**src/rtl/sequencer_pkg.sv**
```systemverilog
// ============================================================================
// Module      : sequencer_pkg
// Description : Opcode encodings, FSM state encodings and widths for the
//               processor control sequencer.
// Revision    : 1.0 - initial release
// ============================================================================
`default_nettype none

package sequencer_pkg;

    localparam int OP_W = 3;

    typedef enum logic [OP_W-1:0] {
        OP_LOAD  = 3'b000,
        OP_STORE = 3'b001,
        OP_ADD   = 3'b010,
        OP_SUB   = 3'b011,
        OP_XOR   = 3'b100,
        OP_BNE   = 3'b101,
        OP_JMP   = 3'b110,
        OP_HALT  = 3'b111
    } opcode_t;

    typedef enum logic [2:0] {
        S_RESET  = 3'd0,
        S_FETCH  = 3'd1,
        S_DECODE = 3'd2,
        S_READ   = 3'd3,
        S_WRITE  = 3'd4,
        S_BRANCH = 3'd5,
        S_HALT   = 3'd6
    } state_t;

endpackage

`default_nettype wire

```
**src/rtl/sequencer.sv**
```systemverilog
// ============================================================================
// Module      : sequencer
// Description : Fetch/decode/execute control FSM with memory wait-state
//               handshake and a retired-instruction counter.
// Revision    : 1.0 - initial release
// ============================================================================
`default_nettype none

module sequencer
    import sequencer_pkg::*;
#(
    parameter int CNT_W = 16
) (
    input  logic             clock,
    input  logic             n_reset,
    input  logic [OP_W-1:0]  op,
    input  logic             z_flag,
    input  logic             mem_ready,
    output logic             load_REG,
    output logic             ALU_REG,
    output logic             ALU_add,
    output logic             ALU_sub,
    output logic             ALU_xor,
    output logic             load_IR,
    output logic             incr_PC,
    output logic             load_PC,
    output logic             addr_sel,
    output logic             mem_rd,
    output logic             mem_wr,
    output logic             halted,
    output logic [CNT_W-1:0] instr_count
);

    localparam logic [CNT_W-1:0] C_CNT_ONE = {{(CNT_W-1){1'b0}}, 1'b1};

    state_t           r_state;
    state_t           w_next_state;
    opcode_t          w_op;
    logic             w_retire;
    logic [CNT_W-1:0] r_instr_count;

    assign w_op = opcode_t'(op);

    always_ff @(posedge clock or negedge n_reset) begin
        if (!n_reset) begin
            r_state <= S_RESET;
        end else begin
            r_state <= w_next_state;
        end
    end

    always_comb begin
        w_next_state = r_state;
        case (r_state)
            S_RESET:  w_next_state = S_FETCH;
            S_FETCH:  if (mem_ready) w_next_state = S_DECODE;
            S_DECODE: begin
                case (w_op)
                    OP_STORE:        w_next_state = S_WRITE;
                    OP_BNE, OP_JMP:  w_next_state = S_BRANCH;
                    OP_HALT:         w_next_state = S_HALT;
                    default:         w_next_state = S_READ;
                endcase
            end
            S_READ:   if (mem_ready) w_next_state = S_FETCH;
            S_WRITE:  if (mem_ready) w_next_state = S_FETCH;
            S_BRANCH: w_next_state = S_FETCH;
            S_HALT:   w_next_state = S_HALT;
            default:  w_next_state = S_RESET;
        endcase
    end

    always_comb begin
        load_REG = 1'b0;
        ALU_REG  = 1'b0;
        ALU_add  = 1'b0;
        ALU_sub  = 1'b0;
        ALU_xor  = 1'b0;
        load_IR  = 1'b0;
        incr_PC  = 1'b0;
        load_PC  = 1'b0;
        addr_sel = 1'b0;
        mem_rd   = 1'b0;
        mem_wr   = 1'b0;
        halted   = 1'b0;
        case (r_state)
            S_FETCH: begin
                mem_rd  = 1'b1;
                load_IR = mem_ready;
                incr_PC = mem_ready;
            end
            S_READ: begin
                mem_rd   = 1'b1;
                addr_sel = 1'b1;
                if (mem_ready) begin
                    load_REG = 1'b1;
                    case (w_op)
                        OP_ADD: begin ALU_REG = 1'b1; ALU_add = 1'b1; end
                        OP_SUB: begin ALU_REG = 1'b1; ALU_sub = 1'b1; end
                        OP_XOR: begin ALU_REG = 1'b1; ALU_xor = 1'b1; end
                        default: ALU_REG = 1'b0;
                    endcase
                end
            end
            S_WRITE: begin
                mem_wr   = 1'b1;
                addr_sel = 1'b1;
            end
            S_BRANCH: begin
                case (w_op)
                    OP_JMP:  load_PC = 1'b1;
                    OP_BNE:  load_PC = ~z_flag;
                    default: load_PC = 1'b0;
                endcase
            end
            S_HALT:  halted = 1'b1;
            default: halted = 1'b0;
        endcase
    end

    // HALT retires on the decode cycle that enters S_HALT, never while parked there
    always_comb begin
        w_retire = 1'b0;
        case (r_state)
            S_READ, S_WRITE: w_retire = mem_ready;
            S_BRANCH:        w_retire = 1'b1;
            S_DECODE:        w_retire = (w_op == OP_HALT);
            default:         w_retire = 1'b0;
        endcase
    end

    always_ff @(posedge clock or negedge n_reset) begin
        if (!n_reset) begin
            r_instr_count <= '0;
        end else if (w_retire) begin
            r_instr_count <= r_instr_count + C_CNT_ONE;
        end
    end

    assign instr_count = r_instr_count;

endmodule

`default_nettype wire

```
**config.mk**
```make
export PLATFORM = sky130hd
export DESIGN_NAME = sequencer
export DESIGN_NICKNAME = d
export VERILOG_FILES = /design/src/rtl/sequencer_pkg.sv /design/src/rtl/sequencer.sv
export SDC_FILE = /design/constraint.sdc
export NUM_CORES = 1
export LEC_CHECK = 0
export BUFFER_PORTS_ARGS = -buffer_cell sky130_fd_sc_hd__buf_2
export CAP_MARGIN = 10
export CORE_AREA = 2 2 51 53
export CTS_CLUSTER_DIAMETER = 150
export DETAILED_ROUTE_END_ITERATION = 8
export DIE_AREA = 0 0 53 55
export PLACE_DENSITY_LB_ADDON = 0.2
export SETUP_SLACK_MARGIN = 0.3
export SYNTH_ARGS = -nofsm -noshare
export SYNTH_HDL_FRONTEND = slang
export SYNTH_SLANG_ARGS = --single-unit
export TNS_END_PERCENT = 50
```
**constraint.sdc**
```tcl
create_clock -name clock -period 4.7 [get_ports clock]
set_input_delay 0.47 -clock clock [delete_from_list [all_inputs] [get_ports clock]]
set_output_delay 0.47 -clock clock [all_outputs]
set_load 0.01 [all_outputs]
```
## Word level (Yosys, flattened, before mapping)

Cells that the tools add are included.

| cells by class | value |
|---|---|
| add/subtract/negate cells | 1 |
| equality and inequality tests | 15 |
| muxes and demuxes | 26 |
| bitwise logic cells | 1 |
| reduce and logical (&&, ||, !) cells | 7 |

Operators by type and width:

| cell | number |
|---|---|
| 3-bit equality test (second input constant) | 7 |
| 1-bit two-way mux | 20 |
| 16-bit by 1-bit adder with 16-bit output (second input constant) | 1 |
| 3-bit case mux with 5 select lines | 1 |
| 3-bit by 2-bit equality test with 1-bit output (second input constant) | 4 |
| 3-bit case mux with 3 select lines | 1 |
| 2-bit OR reduction | 4 |
| 3-bit by 1-bit equality test with 1-bit output (second input constant) | 2 |
| 3-bit two-way mux | 2 |
| 3-bit logical NOT | 1 |
| 1-bit case mux with 3 select lines | 1 |
| 3-bit OR reduction | 1 |
| 2-bit by 1-bit inequality test with 1-bit output (second input constant) | 1 |
| 2-bit inequality test (second input constant) | 1 |
| 1-bit case mux with 2 select lines | 1 |
| 2-bit AND reduction | 1 |
| 1-bit NOT | 1 |

| word-level totals | value |
|---|---|
| flip-flop bits (word level) | 19 |
| input bits | 7 |
| logic and storage cells | 52 |

## Longest topological paths before layout

Gate-level depths: netlist of run 1.

| depth | value |
|---|---|
| depth in word-level cells | 5 |
| depth in mapped cells | 6 |

## Worst setup path before layout of run 1

Ideal clock, no wire load.

| timing path | value |
|---|---|
| kind | register to output |
| from | register r_state[0] |
| to | output port ALU_add |
| arrival | 1.359 ns |
| required time | 4.230 ns |
| setup slack | 2.871 ns |
| cell stages (with the launch flop) | 5 |
| path buffers | 1 |
| cells stage by stage | dfrtp_1 buf_2 nor2b_1 nand3_1 nor3_1 |

| on the way | value |
|---|---|
| word-level cells in the longest chain between the ends | 2 |

RTL lines:

| element | line | RTL |
|---|---|---|
| from (decl) | sequencer.sv:36 | `state_t r_state;` |
| from (signal assigned) | sequencer.sv:48 | `r_state <= w_next_state;` |
| 3-bit by 2-bit equality test with 1-bit output | sequencer.sv:86 | `case (r_state)` |
| 1-bit two-way mux | sequencer.sv:86 |  |
| to (decl) | sequencer.sv:21 | `output logic ALU_add,` |

No other way between the ends.

## Final worst setup path of run 1

Same ends and word-level chain as after synthesis.

==> results of run 1 <==
[report_power, final]
part | total, µW | leakage [µW] | switching (µW) | internal [µW]
Clock | 83.9 | 0.0000150 | 50.8 | 33.1
Sequential | 253 | 0.000241 | 59.4 | 194
Combinational | 222 | 0.000430 | 132 | 90.3
[worst max-delay path by stage]
stage	endpoint	slack (ps)	cells after the start
floorplan	ALU_add	2870	4
global placement	instr_count[1]	2720	5
detailed placement	instr_count[1]	2650	5
CTS	ALU_add	2480	4
global route	ALU_add	2360	4
finish	ALU_add	2490	4
[area by class of cell]
cell class	instances	area (µm²)	share of cell area (%)
multi-input cells	84	699	48.7
clock buffers	4	26.3	1.83
repair buffers	34	170	11.9
well taps	30	37.5	2.62
flip-flops and latches	19	475	33.1
inverters	7	26.3	1.83
[state kept, by name, indices dropped and copies added (netlist names)]
signal / cells
instr_count: 16
r_state: 3
[cell families (layout without fill, tap and decap cells)]
logic type | count (synthesis) | after routing
mux | 1 | 1
flops | 19 | 19
simple gates | 38 | 38
fa+ha+maj | 1 | 1
xor+xnor | 17 | 17
buf+inv | 15 | 45
compound gates | 27 | 27
[cell usage after synthesis (2+ instances only)]
cell type,instances
dfrtp_1,19
a2111oi_1,3
buf_6,2
nor3_1,4
nor2_1,5
xor2_1,13
nand3_1,5
nor2b_1,5
o21ai_0,2
buf_4,2
buf_2,3
a211oi_1,4
a21oi_1,6
a2111oi_4,3
xnor2_1,4
nand2_1,7
nand2b_1,2
inv_1,7
a2111oi_2,2
[metal layers]
metal / wire length (µm) / part of all wire (%) / up-vias
met5: 0 / 0 / -
met4: 36 / 1.5 / 0
met3: 130 / 5.3 / 4
met2: 1190 / 49 / 28
met1: 1080 / 44 / 464
li1: - / - / 481
[through the flow]
step	power (µW)	util (%)	hold slack, ps	setup WS, ps
2_1_floorplan	423	-	174	2870
3_3_place_gp	471	59.6	424	2720
3_5_place_dp	481	59.6	436	2650
4_1_cts	564	60.7	100	2480
5_1_grt	597	60.7	121	2360
6_report	559	60.7	94.5	2490
[worst max-delay path: stages (launching register included)]
cell and delay, ps:
dfrtp_1 560, nor2b_1 300, nand3_1 200, nor3_1 230
buf_2 160
==> summary.txt, run 1 <==
cts hold-fix bufs = 0
fin cells = 178
hold crit path type = input pin to async pin
Arr. time, crit path = 1740 ps
overflow left after global routing = 0
CP Launch Point = r_state[0]
placer congestion estimate = 0.740
clk sinks = 19
Area Overhead vs Synth = 14.0%
reg2reg setup slack = 2670 ps
compound-cell area share of the yosys netlist = 23.3%
final period utilization = 47.1%
vias per cell = 5.49
GR Util met3 = 3.23%
core box area = 0.00236 mm²
postcts setup bufs = 0
Mapped Area = 0.00126 mm²
CTS buffer count = 3
Fin. Hold Viols = 0
Initial Utilization = 53.2%
layout cells sized above 1 = 33.8%
most frequent cells in the layout = buf_2, dfrtp_1, xor2_1, nand2_1, inv_1
Rel. slew slack = 57.0%
GR peak layer = met2
xor and xnor fraction of the mapped netlist area = 11.8%
PwrDens = 390 mW/mm²
layout net count = 157
M2 GR Usage = 32.9%
Seq/Total Area, Yosys = 37.8%
FF-to-FF path depth = 4
number of max-cap violations = 0
IO Port Bufs = 34
Reg-to-Reg End = instr_count[1]
Highest Clock Rate = 452 MHz
crit start category = flip-flop
clock root buffer = clkbuf_4
mux cell area share after synthesis = 0.895%
most common cell after layout, fill and taps aside = buf_2
Reg clk slew, reported paths = 110 ps
per-cell routed wire length = 13.7 µm
Leakage = 0.000686 µW
Syn Area/Cell = 10.7 µm²
min Tclk post-route = 2210 ps
GRT Total Usage = 18.5%
Synth Flop Type = dfrtp_1
initial drt markers = 11
Netlist cell types = 39
synth top area cells = dfrtp_1, xor2_1, a2111oi_4
crit path kind = flip-flop to output port
H-tree levels = 1
number of global-route vias before repair = 851
synthesized instance count = 118
simple-gate share of the synthesized area = 18.6%
launching point of the worst reg2reg path = r_state[0]
fillers = 219
CP Capture Type = output port
first-pass GRT wire length = 3.86 mm
largest net degree at the start of global routing = 20
Slew Viols, Final = 0
Max IR drop VDD = 0.230 mV
Total Routed Length = 2.43 mm
adder-cell share of the synthesized area = 0.994%
cell taking the most area after synthesis = dfrtp_1
TritonCTS clock tree = built
Synth top area share = 37.8%
CTS resizes = 0
Crit Path Max Fanout = 11
dpl hpwl = 1.75 mm
drt drc = 0
Setup TNS = 0 ps
First-pass DRT Iterations = 4
die area = 0.00292 mm²
DIE WIDTH = 53 µm
Clock Skew = 0.670 ps
area post-placement = 0.00141 mm²
Placed Cells = 174
Longest Clk Path Bufs = 2
number of flops mapped to enable cells by yosys = 0
yosys warns = 0
post-synth net total = 126
clk_lat worst skew = 300 ps
Die Y = 55 µm
Routed Antenna Nets = 0
CP required = 4230 ps
initial antenna violation count = 0
Final setup viols = 0
status = finished clean
worst slew pin tran = 644 ps
total number of vias = 977
cell area after layout = 0.00144 mm²
GR met1 Demand/Resource = 21.8%
Top Ports = 35
row cnt = 18
ANT cells = 0
Synth Register Bits = 19
ys async rst share = 100%
largest family of logic cells by synthesized area = compound AO/OA/AOI/OAI gates
RSZ-0062 raised after global routing = no
(Power assumes the default switching activity.)
==> run 2, diff against run 1 <==
Settings changed: ABC_AREA from default to 1, CORE_AREA 2 2 51 53 to 2 2 56 58, DIE_AREA 0 0 53 55 to 0 0 58 60.
Clock period 4.7 ns to 2 ns, I/O delays scaled along.
==> summary.txt, run 2 <==
Worst path slowest cell = dfrtp_1
TritonCTS clock tree = built
Synth Register Bits = 19
per-cell routed wire length = 10.1 µm
layout cells sized above 1 = 19.8%
top-count cell post-synth = nand2_1
Rel. slew slack = 71.0%
Arr. time, crit path = 1430 ps
row cnt = 20
clk sinks = 19
IO Port Bufs = 34
critical path, cell by cell = buf_4 -> inv_1 -> nor2_1 -> nand2_1 -> nor2_1 -> buf_2
Mapped Area = 0.00130 mm²
Max IR drop VDD = 0.614 mV
ANT cells = 0
Die Y = 60 µm
Leakage = 0.000855 µW
yosys warns = 0
clock root buffer = clkbuf_4
dpl hpwl = 2.08 mm
Syn Area/Cell = 6.36 µm²
ys async rst share = 100%
setup ws final = 366 ps
area post-placement = 0.00147 mm²
crit path kind = flip-flop to output port
PwrDens = 928 mW/mm²
number of global-route vias before repair = 1080
Final setup viols = 0
total number of vias = 1306
most frequent cells in the layout = nand2_1, buf_2, inv_1, nor2_1, nand3_1
hold crit path type = input pin to flip-flop
Slew Viols, Final = 0
Reg clk slew, reported paths = 110 ps
Seq/Total Area, Yosys = 36.6%
Fin. Hold Viols = 0
H-tree levels = 1
layout net count = 252
number of flops mapped to enable cells by yosys = 0
status = finished clean
Crit path top cell by count = nor2_1
placer congestion estimate = 0.836
drt drc = 0
synth top area cells = dfrtp_1, nand2_1, nand3_1
CTS buffer count = 3
DIE WIDTH = 58 µm
Routed Antenna Nets = 0
Total Routed Length = 2.79 mm
Longest Clk Path Bufs = 2
Clock Skew = 3.42 ps
synthesized instance count = 204
GRT Total Usage = 16.7%
cell taking the most area after synthesis = dfrtp_1
Area Overhead vs Synth = 18.8%
largest net degree at the start of global routing = 29
overflow left after global routing = 0
Initial Utilization = 44.7%
min Tclk post-route = 1630 ps
crit start category = flip-flop
die area = 0.00348 mm²
fillers = 302
dpl ws = 544 ps
worst slew pin tran = 435 ps
final period utilization = 81.7%
Top Ports = 35
Highest Clock Rate = 612 MHz
number of max-cap violations = 0
initial antenna violation count = 0
post-synth net total = 212
initial drt markers = 37
most common cell after layout, fill and taps aside = nand2_1
Setup TNS = 0 ps
clk_lat worst skew = 300 ps
Crit path largest cell delay = 380 ps
Synth Flop Type = dfrtp_1
vias per cell = 4.73
cell area after layout = 0.00154 mm²
Synth top area share = 36.6%
RSZ-0062 raised after global routing = yes
Largest register FFs = 16
first-pass GRT wire length = 4.58 mm
First-pass DRT Iterations = 4
Netlist cell types = 19
CP Capture Type = output port
Synth top cells by count = nand2_1, inv_1, nor2_1
CP required = 1800 ps
Crit Path Max Fanout = 4
core box area = 0.00290 mm²
run 2: path summary, 6_finish.rpt:
check | start | endpoint | slack (ps) | cells after the start
hold reg to reg | instr_count[15] | instr_count[15] | 510 | 2
min in group asynchronous | n_reset | instr_count[5] | 360 | 2
setup reg to reg | r_state[0] | instr_count[15] | 480 | 9
hold / removal | mem_ready | r_state[0] | 230 | 4
max in group asynchronous | n_reset | r_state[2] | 1320 | 2
setup / recovery | r_state[0] | incr_PC | 370 | 6
run 2: where the power goes:
part | switching, µW | internal (µW) | leakage, µW | total, µW
combinational | 441 | 257 | 0.000584 | 698
sequential | 75.7 | 457 | 0.000254 | 533
clock | 124 | 74.5 | 0.0000177 | 199
run 2: routing by layer:
layer | share of wire (%) | routed length, µm | up-vias | global-route usage [%]
met1 | 50 | 1410 | 576 | 22.7
met4 | 0.25 | 7 | 0 | 1.99
met3 | 4.3 | 121 | 2 | 4.76
li1 | - | - | 704 | -
met2 | 45 | 1250 | 24 | 27.3
met5 | 0 | 0 | - | 0
run 2: area by class of cell:
| class | count | area [µm²] | area share [%] |
|---|---|---|---|
| multi-input combinational | 151 | 673 | 43.7 |
| sequential | 19 | 477 | 30.9 |
| timing repair buffer | 39 | 210 | 13.6 |
| inverter | 30 | 113 | 7.31 |
| tap | 33 | 41.3 | 2.68 |
| clock buffer | 3 | 22.5 | 1.46 |
| clock inverter | 1 | 5.00 | 0.325 |
run 2: cells by family after synthesis:
logic type | after synthesis | share of synthesized area (%)
DFF | 19 | 36.6
AOI/OAI and AO/OA | 9 | 3.66
xor gates and xnor gates | 3 | 2.03
and+or+nand+nor | 138 | 44.8
adders and majority gates | 1 | 0.964
buffers and inverters | 34 | 11.9
run 2: stage by stage:
step	utilization [%]	hold slack (ps)	std cells	power (µW)
detailed placement	50.6	170	267	1180
finish	53.1	229	276	1430
floorplan	-	-95.6	204	1060
global placement	50.6	168	267	1180
global route	53.1	260	276	1560
CTS	52.5	218	274	1420
run 2: critical path: cells and delay by family (launching register included):
family,cells,cell delay (ps)
flops,1,380
buf+inv,3,320
simple gates,3,440
run 2: what timing repair did:
item	in CTS	in global routing
hold buffers	1	0
endpoints found under the setup margin	3	4
gates resized for setup	2	1
buffers inserted	2	2
endpoints found under the hold margin	19	0
